===== config.mk =====
export PLATFORM = sky130hd
export DESIGN_NAME = instr_sequencer
export DESIGN_NICKNAME = d
export VERILOG_FILES = /design/src/rtl/instr_sequencer.sv
export SDC_FILE = /design/constraint.sdc
export NUM_CORES = 1
export LEC_CHECK = 0
export ABC_CLOCK_PERIOD_IN_PS = 3700
export CAP_MARGIN = 10
export CORE_MARGIN = 2
export CORE_UTILIZATION = 33
export CTS_BUF_LIST = sky130_fd_sc_hd__clkbuf_2
export DETAILED_ROUTE_END_ITERATION = 16
export GPL_TIMING_DRIVEN = 0
export PLACE_DENSITY = 0.53
export SLEW_MARGIN = 20
export SYNTH_ARGS = -nofsm -noshare
export SYNTH_HDL_FRONTEND = slang
export SYNTH_SLANG_ARGS = --single-unit

===== constraint.sdc =====
create_clock -name CLOCK_50 -period 3.7 [get_ports CLOCK_50]
set_input_delay 0.74 -clock CLOCK_50 [delete_from_list [all_inputs] [get_ports CLOCK_50]]
set_output_delay 0.74 -clock CLOCK_50 [all_outputs]
set_load 0.02 [all_outputs]

===== src/rtl/instr_sequencer.sv =====
// Instruction recorder/player: stores up to DEPTH {torque,dir} entries and plays them back,
// one step per STEP_CYCLES clocks. Define SEQ_LOOP_EN to add the 'loop' input for continuous replay.
module instr_sequencer #(
    parameter int DEPTH       = 16,
    parameter int DIR_W       = 2,
    parameter int TORQUE_W    = 2,
    parameter int STEP_CYCLES = 50_000_000
) (
    input  logic                            CLOCK_50,
    input  logic                            rst,
    input  logic                            save,
    input  logic                            delete,
    input  logic                            execute,
    input  logic                            clear,
`ifdef SEQ_LOOP_EN
    input  logic                            loop,
`endif
    input  logic [DIR_W+TORQUE_W-1:0]       instr_in,
    output logic [DIR_W-1:0]                dir_out,
    output logic [TORQUE_W-1:0]             torque_out,
    output logic                            motion_valid,
    output logic [$clog2(DEPTH)-1:0]        step_idx,
    output logic [$clog2(DEPTH+1)-1:0]      count,
    output logic                            full,
    output logic                            empty,
    output logic                            done
);

    localparam int IW    = DIR_W + TORQUE_W;
    localparam int IDX_W = $clog2(DEPTH);
    localparam int CNT_W = $clog2(DEPTH + 1);
    localparam int TMR_W = (STEP_CYCLES > 1) ? $clog2(STEP_CYCLES) : 1;

    typedef enum logic {S_IDLE, S_RUN} state_t;

    state_t               r_state, w_state_nxt;
    logic [IW-1:0]        r_mem [DEPTH];
    logic [CNT_W-1:0]     r_count, w_count_nxt;
    logic [IDX_W-1:0]     r_step_idx, w_step_nxt;
    logic [TMR_W-1:0]     r_timer, w_timer_nxt;
    logic [DIR_W-1:0]     r_dir, w_dir_nxt;
    logic [TORQUE_W-1:0]  r_torque, w_torque_nxt;
    logic                 r_valid, w_valid_nxt;
    logic                 r_done, w_done_nxt;
    logic                 r_full, r_empty;
    logic                 w_mem_we;
    logic                 w_tc;
    logic                 w_last;
    logic                 w_loop;
    logic [IDX_W-1:0]     w_rd_idx;
    logic [IW-1:0]        w_rd_data;

`ifdef SEQ_LOOP_EN
    assign w_loop = loop;
`else
    assign w_loop = 1'b0;
`endif

    assign w_tc   = (r_timer == TMR_W'(STEP_CYCLES - 1));
    assign w_last = ((CNT_W'(r_step_idx) + CNT_W'(1)) == r_count);

    // The read port serves both the execute load (entry 0) and step advance,
    // so it is driven outside the next-state block to keep the comb graph acyclic.
    assign w_rd_idx  = (r_state == S_RUN && !w_last) ? r_step_idx + IDX_W'(1) : '0;
    assign w_rd_data = r_mem[w_rd_idx];

    always_ff @(posedge CLOCK_50 or posedge rst) begin
        if (rst) r_state <= S_IDLE;
        else     r_state <= w_state_nxt;
    end

    always_comb begin
        w_state_nxt  = r_state;
        w_count_nxt  = r_count;
        w_step_nxt   = r_step_idx;
        w_timer_nxt  = r_timer;
        w_dir_nxt    = r_dir;
        w_torque_nxt = r_torque;
        w_valid_nxt  = r_valid;
        w_done_nxt   = 1'b0;
        w_mem_we     = 1'b0;

        if (clear) begin
            w_state_nxt  = S_IDLE;
            w_count_nxt  = '0;
            w_step_nxt   = '0;
            w_timer_nxt  = '0;
            w_dir_nxt    = '0;
            w_torque_nxt = '0;
            w_valid_nxt  = 1'b0;
        end else if (r_state == S_IDLE) begin
            // Only the highest-priority pulse is considered, even if it is then ignored.
            if (execute) begin
                if (!r_empty) begin
                    w_state_nxt  = S_RUN;
                    w_step_nxt   = '0;
                    w_timer_nxt  = '0;
                    w_dir_nxt    = w_rd_data[DIR_W-1:0];
                    w_torque_nxt = w_rd_data[IW-1:DIR_W];
                    w_valid_nxt  = 1'b1;
                end
            end else if (delete) begin
                if (!r_empty) w_count_nxt = r_count - CNT_W'(1);
            end else if (save) begin
                if (!r_full) begin
                    w_mem_we    = 1'b1;
                    w_count_nxt = r_count + CNT_W'(1);
                end
            end
        end else begin
            if (!w_tc) begin
                w_timer_nxt = r_timer + TMR_W'(1);
            end else begin
                w_timer_nxt = '0;
                if (!w_last || w_loop) begin
                    w_step_nxt   = w_rd_idx;
                    w_dir_nxt    = w_rd_data[DIR_W-1:0];
                    w_torque_nxt = w_rd_data[IW-1:DIR_W];
                end else begin
                    w_state_nxt  = S_IDLE;
                    w_step_nxt   = '0;
                    w_dir_nxt    = '0;
                    w_torque_nxt = '0;
                    w_valid_nxt  = 1'b0;
                    w_done_nxt   = 1'b1;
                end
            end
        end
    end

    always_ff @(posedge CLOCK_50 or posedge rst) begin
        if (rst) begin
            r_count    <= '0;
            r_step_idx <= '0;
            r_timer    <= '0;
            r_dir      <= '0;
            r_torque   <= '0;
            r_valid    <= 1'b0;
            r_done     <= 1'b0;
            r_full     <= 1'b0;
            r_empty    <= 1'b1;
        end else begin
            r_count    <= w_count_nxt;
            r_step_idx <= w_step_nxt;
            r_timer    <= w_timer_nxt;
            r_dir      <= w_dir_nxt;
            r_torque   <= w_torque_nxt;
            r_valid    <= w_valid_nxt;
            r_done     <= w_done_nxt;
            r_full     <= (w_count_nxt == CNT_W'(DEPTH));
            r_empty    <= (w_count_nxt == '0);
        end
    end

    // Program storage carries no reset; only entries below count are ever read.
    always_ff @(posedge CLOCK_50) begin
        if (w_mem_we) r_mem[r_count[IDX_W-1:0]] <= instr_in;
    end

    assign dir_out      = r_dir;
    assign torque_out   = r_torque;
    assign motion_valid = r_valid;
    assign step_idx     = r_step_idx;
    assign count        = r_count;
    assign full         = r_full;
    assign empty        = r_empty;
    assign done         = r_done;

endmodule


==> impl_metrics.json, run 1 <==
{
  "utilization_pct": 38.26,
  "core_mm2": 0.01526,
  "post_cts_buffers": 0,
  "postSynthAreaPerCell_um2": 11.47,
  "r2r-start": "step_idx[0]$_DFFE_PP0P_",
  "fmax_ghz": 0.3367,
  "ir_worst_vdd_v": 0.0001950,
  "fp-row-count": 45,
  "drtPass1Iterations": 4,
  "cts_buffer_depth": 2,
  "synth_most_common_cell": "edfxtp_1",
  "stdcell_area_mm2": 0.005838,
  "fin_nets": 506,
  "grt_usage_pct": 15.22,
  "worst_pin_slew_ps": 1070,
  "grt_antenna_before_repair": 0,
  "antennaDiodeCount": 0,
  "die_area_mm2": 0.01673,
  "synthTopCellsByArea": "edfxtp_1 (37%), dfrtp_1 (21%), nor2_1 (3.2%)",
  "worstPathArrival_ps": 3530,
  "syn-cell-area_mm2": 0.005185,
  "startpoint_type": "flop",
  "layout_setup_ws_ps": 729.9,
  "cts_buffers": 9,
  "grt_max_degree": 29,
  "avgViaCountPerCell": 5.108,
  "synth.cells.most_frequent": "edfxtp_1 (64), nor2_1 (44), dfrtp_1 (43), nand2_1 (38), o21ai_0 (28)",
  "grt_pass1_wl_mm": 19.15,
  "p_leak_nw": 2.016,
  "ys_async_sr_fraction_pct": 40.74,
  "areaGrowthSynthToFinish_pct": 12.60,
  "cts-resized-gates": 0,
  "initial_core_util_pct": 33.98,
  "drc": 0,
  "cp_max_fo": 8,
  "grt_overflow": 0,
  "clk_latency_ps": 590,
  "portBuffers": 26,
  "yosysSeqAreaShare_pct": 58.33,
  "die_x_um": 129.3,
  "timing.hold.ws_ps": 400.5,
  "min_period_ps": 2970,
  "place.gp.congestion": 0.8279,
  "pin_count": 27,
  "cts.sinks": 108,
  "htreeDepth": 3,
  "detail-route-antenna-nets": 0,
  "dpl_cell_area_mm2": 0.005729,
  "setup-violations-final": 0,
  "cap_violations": 0,
  "fin_cells": 706,
  "clk_pin_slew_ps": 300,
  "post-dp-hpwl_mm": 8.843,
  "cts_root_buffer": "clkbuf_2",
  "total_power_mw": 2.203,
  "synth_enable_flop_cells": 64,
  "ys_ff_latch": 108,
  "placed_cells": 690,
  "hold_viol_final": 0,
  "report.final.slew_viol_count": 0,
  "cts_hold_buffers": 0,
  "route.vias.total": 3606,
  "end_kind": "flop",
  "syn_inst": 452,
  "slew_headroom_pct": 28.15,
  "die_h_um": 129.3,
  "fin_setup_tns_ps": 0,
  "ys_types": 66,
  "required_ps": 4260,
  "hold_class": "primary input to async pin",
  "yosysTopAreaCellShare_pct": 37.07,
  "finClkSkew_ps": 36.24,
  "avgRoutedWirePerCell_um": 17.37,
  "wl_mm": 12.26,
  "cts_tree": "done",
  "critPathKind": "flop to flop",
  "critPathLaunch": "step_idx[0]$_DFFE_PP0P_",
  "synth-main-ff-cell": "edfxtp_1",
  "drt_iter0_drc": 258,
  "pwr_density_cell_mw_per_mm2": 377.4,
  "synth_warnings": 0,
  "synth_nets": 468,
  "first_global_vias": 3507,
  "synth_top_cell_by_area": "edfxtp_1",
  "fin_crit_sh_pct": 80.27,
  "rsz0062_at_grt": "no",
  "status": "complete, no violations",
  "place_ws_ps": 358.5,
  "drive_above_1_share_pct": 9.091
}
## layout by cell type, fill, tap and decap left out, types with 9 or more instances in the layout
master / netlist / final
clkbuf_2: 0 / 10
nand2b_1: 9 / 9
edfxtp_1: 64 / 64
clkdlybuf4s50_1: 0 / 26
nand3_1: 18 / 18
a21oi_1: 14 / 14
nor3_1: 19 / 19
inv_1: 14 / 13
dfrtp_1: 43 / 43
nor2_1: 44 / 44
o21ai_0: 28 / 28
nand2_1: 38 / 38
mux2i_1: 12 / 12
or3_1: 10 / 10
xnor2_1: 10 / 10
## routing by layer
layer  wire length [um]  up-vias  track usage (%)
li1                   -     1758                -
met1               5840     1765            20.71
met2               5893       74            24.95
met3                426        9            2.973
met4                104        0            4.092
met5                  0        -                0
## critical path, stage by stage (launching register included)
cell and delay, ps:
dfrtp_1 510, ha_1 430, xor2_1 200, a211oi_2 270
o211ai_2 220, nand3_1 330, a211oi_1 110, o41ai_1 630
a221o_1 250
## power breakdown
group	leakage, nW	switching [mW]	internal [mW]
Clock	0.0659	0.421	0.106
Sequential	1.18	0.0227	1.30
Combinational	0.771	0.224	0.128
## flip-flops by register name, summed over array words and instances (netlist names)
name,count
dir_out,2
count,5
r_state,1
done,1
step_idx,4
torque_out,2
r_timer,26
empty,1
r_mem,64
motion_valid,1
full,1
## area by class of cell
type | count | area [um^2]
fill | 1487 | 9420
sequential | 108 | 3024
multi-input combinational | 312 | 1999
timing repair buffer | 27 | 280.3
tap | 211 | 264.0
buffer | 18 | 108.9
clock inverter | 6 | 58.81
inverter | 14 | 52.55
clock buffer | 10 | 50.05
## cell families (layout without fill, tap and decap cells)
kind of cell,count (synthesis),in the layout,share of synthesized area (%)
AND/OR/NAND/NOR,180,180,17.88
flip-flops,108,108,58.33
AO/OA/AOI/OAI,93,93,12.81
buffers and inverters,32,75,3.113
XOR/XNOR,20,20,3.668
multiplexers,13,13,2.751
adder cells (fa/ha/maj),6,6,1.448
## worst paths after layout
| check | slack [ps] | end | cells past startpoint |
|---|---|---|---|
| max in group asynchronous | 2760 | empty$_DFF_PP1_ | 3 |
| hold reg to reg | 530 | r_timer[4]$_DFFE_PP0P_ | 1 |
| hold / removal | 400 | r_timer[21]$_DFFE_PP0P_ | 2 |
| min in group CLOCK_50 | 530 | r_timer[4]$_DFFE_PP0P_ | 1 |
| setup / recovery | 730 | torque_out[1]$_DFFE_PP0P_ | 8 |
| setup reg to reg | 730 | torque_out[1]$_DFFE_PP0P_ | 8 |
(Power assumes the default switching activity.)
==> inputs of run 2 (changes only) <==
--- a/config.mk
+++ b/config.mk
@@ -5,14 +5,14 @@
 export SDC_FILE = /design/constraint.sdc
 export NUM_CORES = 1
 export LEC_CHECK = 0
-export ABC_CLOCK_PERIOD_IN_PS = 3700
+export ABC_CLOCK_PERIOD_IN_PS = 2700
 export CAP_MARGIN = 10
 export CORE_MARGIN = 2
 export CORE_UTILIZATION = 33
 export CTS_BUF_LIST = sky130_fd_sc_hd__clkbuf_2
 export DETAILED_ROUTE_END_ITERATION = 16
 export GPL_TIMING_DRIVEN = 0
-export PLACE_DENSITY = 0.53
+export PLACE_DENSITY = 0.55
 export SLEW_MARGIN = 20
 export SYNTH_ARGS = -nofsm -noshare
 export SYNTH_HDL_FRONTEND = slang
==> constraint.sdc (replaced) <==
create_clock -name CLOCK_50 -period 2.7 [get_ports CLOCK_50]
set_input_delay 0.54 -clock CLOCK_50 [delete_from_list [all_inputs] [get_ports CLOCK_50]]
set_output_delay 0.54 -clock CLOCK_50 [all_outputs]
set_load 0.02 [all_outputs]
==> run 2 against run 1 <==
First-iteration DRC count is 15% higher; non-clock buffer count rose by 2; maximum frequency up 13%; global-route usage rose by 0.68 points; via count fell by 0.36%; critical endpoint unchanged; largest cell class unchanged.
==> impl_metrics.json, run 2 (synthesis results as in run 1) <==
{
  "die_h_um": 129.3,
  "pwr_density_cell_mw_per_mm2": 524.9,
  "clk_latency_ps": 630,
  "critPathMaxStageDelay_ps": 470,
  "fin_cells": 708,
  "r2r_slack_ps": 70,
  "wl_mm": 12.29,
  "p_leak_nw": 2.054,
  "htreeDepth": 3,
  "cp.buffers_inverters": 2,
  "grt_usage_pct": 15.90,
  "cp_max_fo": 10,
  "grt_max_degree": 24,
  "avgViaCountPerCell": 5.075,
  "core_mm2": 0.01526,
  "first_global_vias": 3691,
  "cts.sinks": 108,
  "place_ws_ps": -292.1,
  "grt_pass1_wl_mm": 20.22,
  "fin_crit_sh_pct": 97.35,
  "grt_overflow": 0,
  "reg2reg_depth": 10,
  "cts_tree": "done",
  "areaGrowthSynthToFinish_pct": 14.70,
  "cts_buffer_depth": 2,
  "die_x_um": 129.3,
  "slew_headroom_pct": 54.63,
  "hold_viol_final": 0,
  "crit_path_top_delay_cell": "dfrtp_1",
  "min_period_ps": 2628,
  "setup-violations-final": 0,
  "swShare_pct": 29.53,
  "most-common-layout-cells": "edfxtp_1 (64), nor2_1 (43), dfrtp_1 (43)",
  "initial_core_util_pct": 33.98,
  "rsz0062_at_grt": "yes",
  "r2r-end": "torque_out[1]$_DFFE_PP0P_",
  "route.vias.total": 3593,
  "seq_power_share_pct": 58.1,
  "die_area_mm2": 0.01673,
  "report.final.slew_viol_count": 0,
  "fin_setup_tns_ps": 0,
  "comb_power_share_pct": 16.2,
  "pin_count": 27,
  "total_power_mw": 3.122,
  "worst_pin_slew_ps": 678.4,
  "portBuffers": 26,
  "p_int_mw": 2.200,
  "required_ps": 3260,
  "drive_above_1_share_pct": 11.87,
  "r2r-start": "step_idx[0]$_DFFE_PP0P_",
  "post-dp-hpwl_mm": 8.807,
  "antennaDiodeCount": 0,
  "nFillCells": 1494,
  "clk_pin_slew_ps": 290,
  "detail-route-antenna-nets": 0,
  "drc": 0,
  "status": "complete, no violations",
  "placed_cells": 690,
  "critPathTopFamily": "compound AO/OA/AOI/OAI gates",
  "fmax_ghz": 0.3805,
  "fp-row-count": 45,
  "startpoint_type": "flop",
  "cts_buffers": 9,
  "place.gp.congestion": 0.7980,
  "finClkSkew_ps": 20.52,
  "drt_iter0_drc": 297,
  "hold_class": "primary input to async pin",
  "grt_antenna_before_repair": 0,
  "crit_chain": "ha_2, or2_1, a31oi_4, o211ai_1, and3_1, buf_6, buf_8, a32oi_1, o41ai_1, a221o_1",
  "p_switching_mw": 0.9217,
  "worstPathArrival_ps": 3190,
  "critPathKind": "flop to flop",
  "timing.hold.ws_ps": 215.4,
  "final_common_cell": "edfxtp_1",
  "cts_root_buffer": "clkbuf_2",
  "drtPass1Iterations": 7,
  "cap_violations": 0,
  "avgRoutedWirePerCell_um": 17.36,
  "clock_power_share_pct": 25.7,
  "fin_nets": 508,
  "ir_worst_vdd_v": 0.0002128,
  "largest_register_ffs": 64,
  "end_kind": "flop",
  "layout_setup_ws_ps": 71.55
}
[run 2: worst max-delay path by stage]
stage	from	to	cells after the start
6_report	step_idx[0]$_DFFE_PP0P_	torque_out[1]$_DFFE_PP0P_	10
5_1_grt	step_idx[1]$_DFFE_PP0P_	torque_out[1]$_DFFE_PP0P_	8
4_1_cts	r_timer[0]$_DFFE_PP0P_	r_timer[12]$_DFFE_PP0P_	8
3_5_place_dp	execute	r_timer[24]$_DFFE_PP0P_	9
3_3_place_gp	execute	r_timer[24]$_DFFE_PP0P_	9
2_1_floorplan	step_idx[0]$_DFFE_PP0P_	dir_out[1]$_DFFE_PP0P_	10
[run 2: cell type report]
cell class                 instances  area (um^2)  share of cell area (%)
sequential                       108         3024                   50.85
multi-input combinational        312         2068                   34.78
timing repair buffer              29        302.8                   5.092
tap                              211        264.0                   4.439
buffer                            18        110.1                   1.851
clock inverter                     7        80.08                   1.347
inverter                          14        52.55                  0.8837
clock buffer                       9        45.04                  0.7574
[run 2: routing by layer]
layer / part of all wire, % / vias up / global-route usage (%)
met5: 0 / - / 0
met3: 4.1 / 6 / 3.716
met2: 48 / 72 / 25.02
met4: 0.79 / 0 / 5.371
met1: 48 / 1741 / 21.71
li1: - / 1774 / -
[run 2: stage by stage]
step	util [%]	cell area (um^2)
after floorplan	-	5185
after global placement	37.42	5709
after detailed placement	37.60	5737
after CTS	38.87	5931
after global routing	38.98	5947
final	38.98	5947
[run 2: power groups by stage]
stage	combinational (mW)	sequential (mW)	clock [mW]
final	0.505	1.82	0.802
after global routing	0.553	1.82	0.891
after CTS	0.505	1.82	0.834
after detailed placement	0.486	1.85	0
after global placement	0.474	1.85	0
after floorplan	0.277	1.86	0
[run 2: repair_timing]
item	in CTS	in global routing
cloned	0	0
setup endpoints to repair	3	16
pin swaps	0	1
setup buffers	2	0
gates resized for setup	9	4
hold buffers	0	0
[run 2: worst register-to-register path: cells and delay by family (launching register included)]
kind / cells / cell delay (ps)
compound gates: 5 / 1040
simple gates: 2 / 510
flops: 1 / 470
buf+inv: 2 / 290
fa+ha+maj: 1 / 260
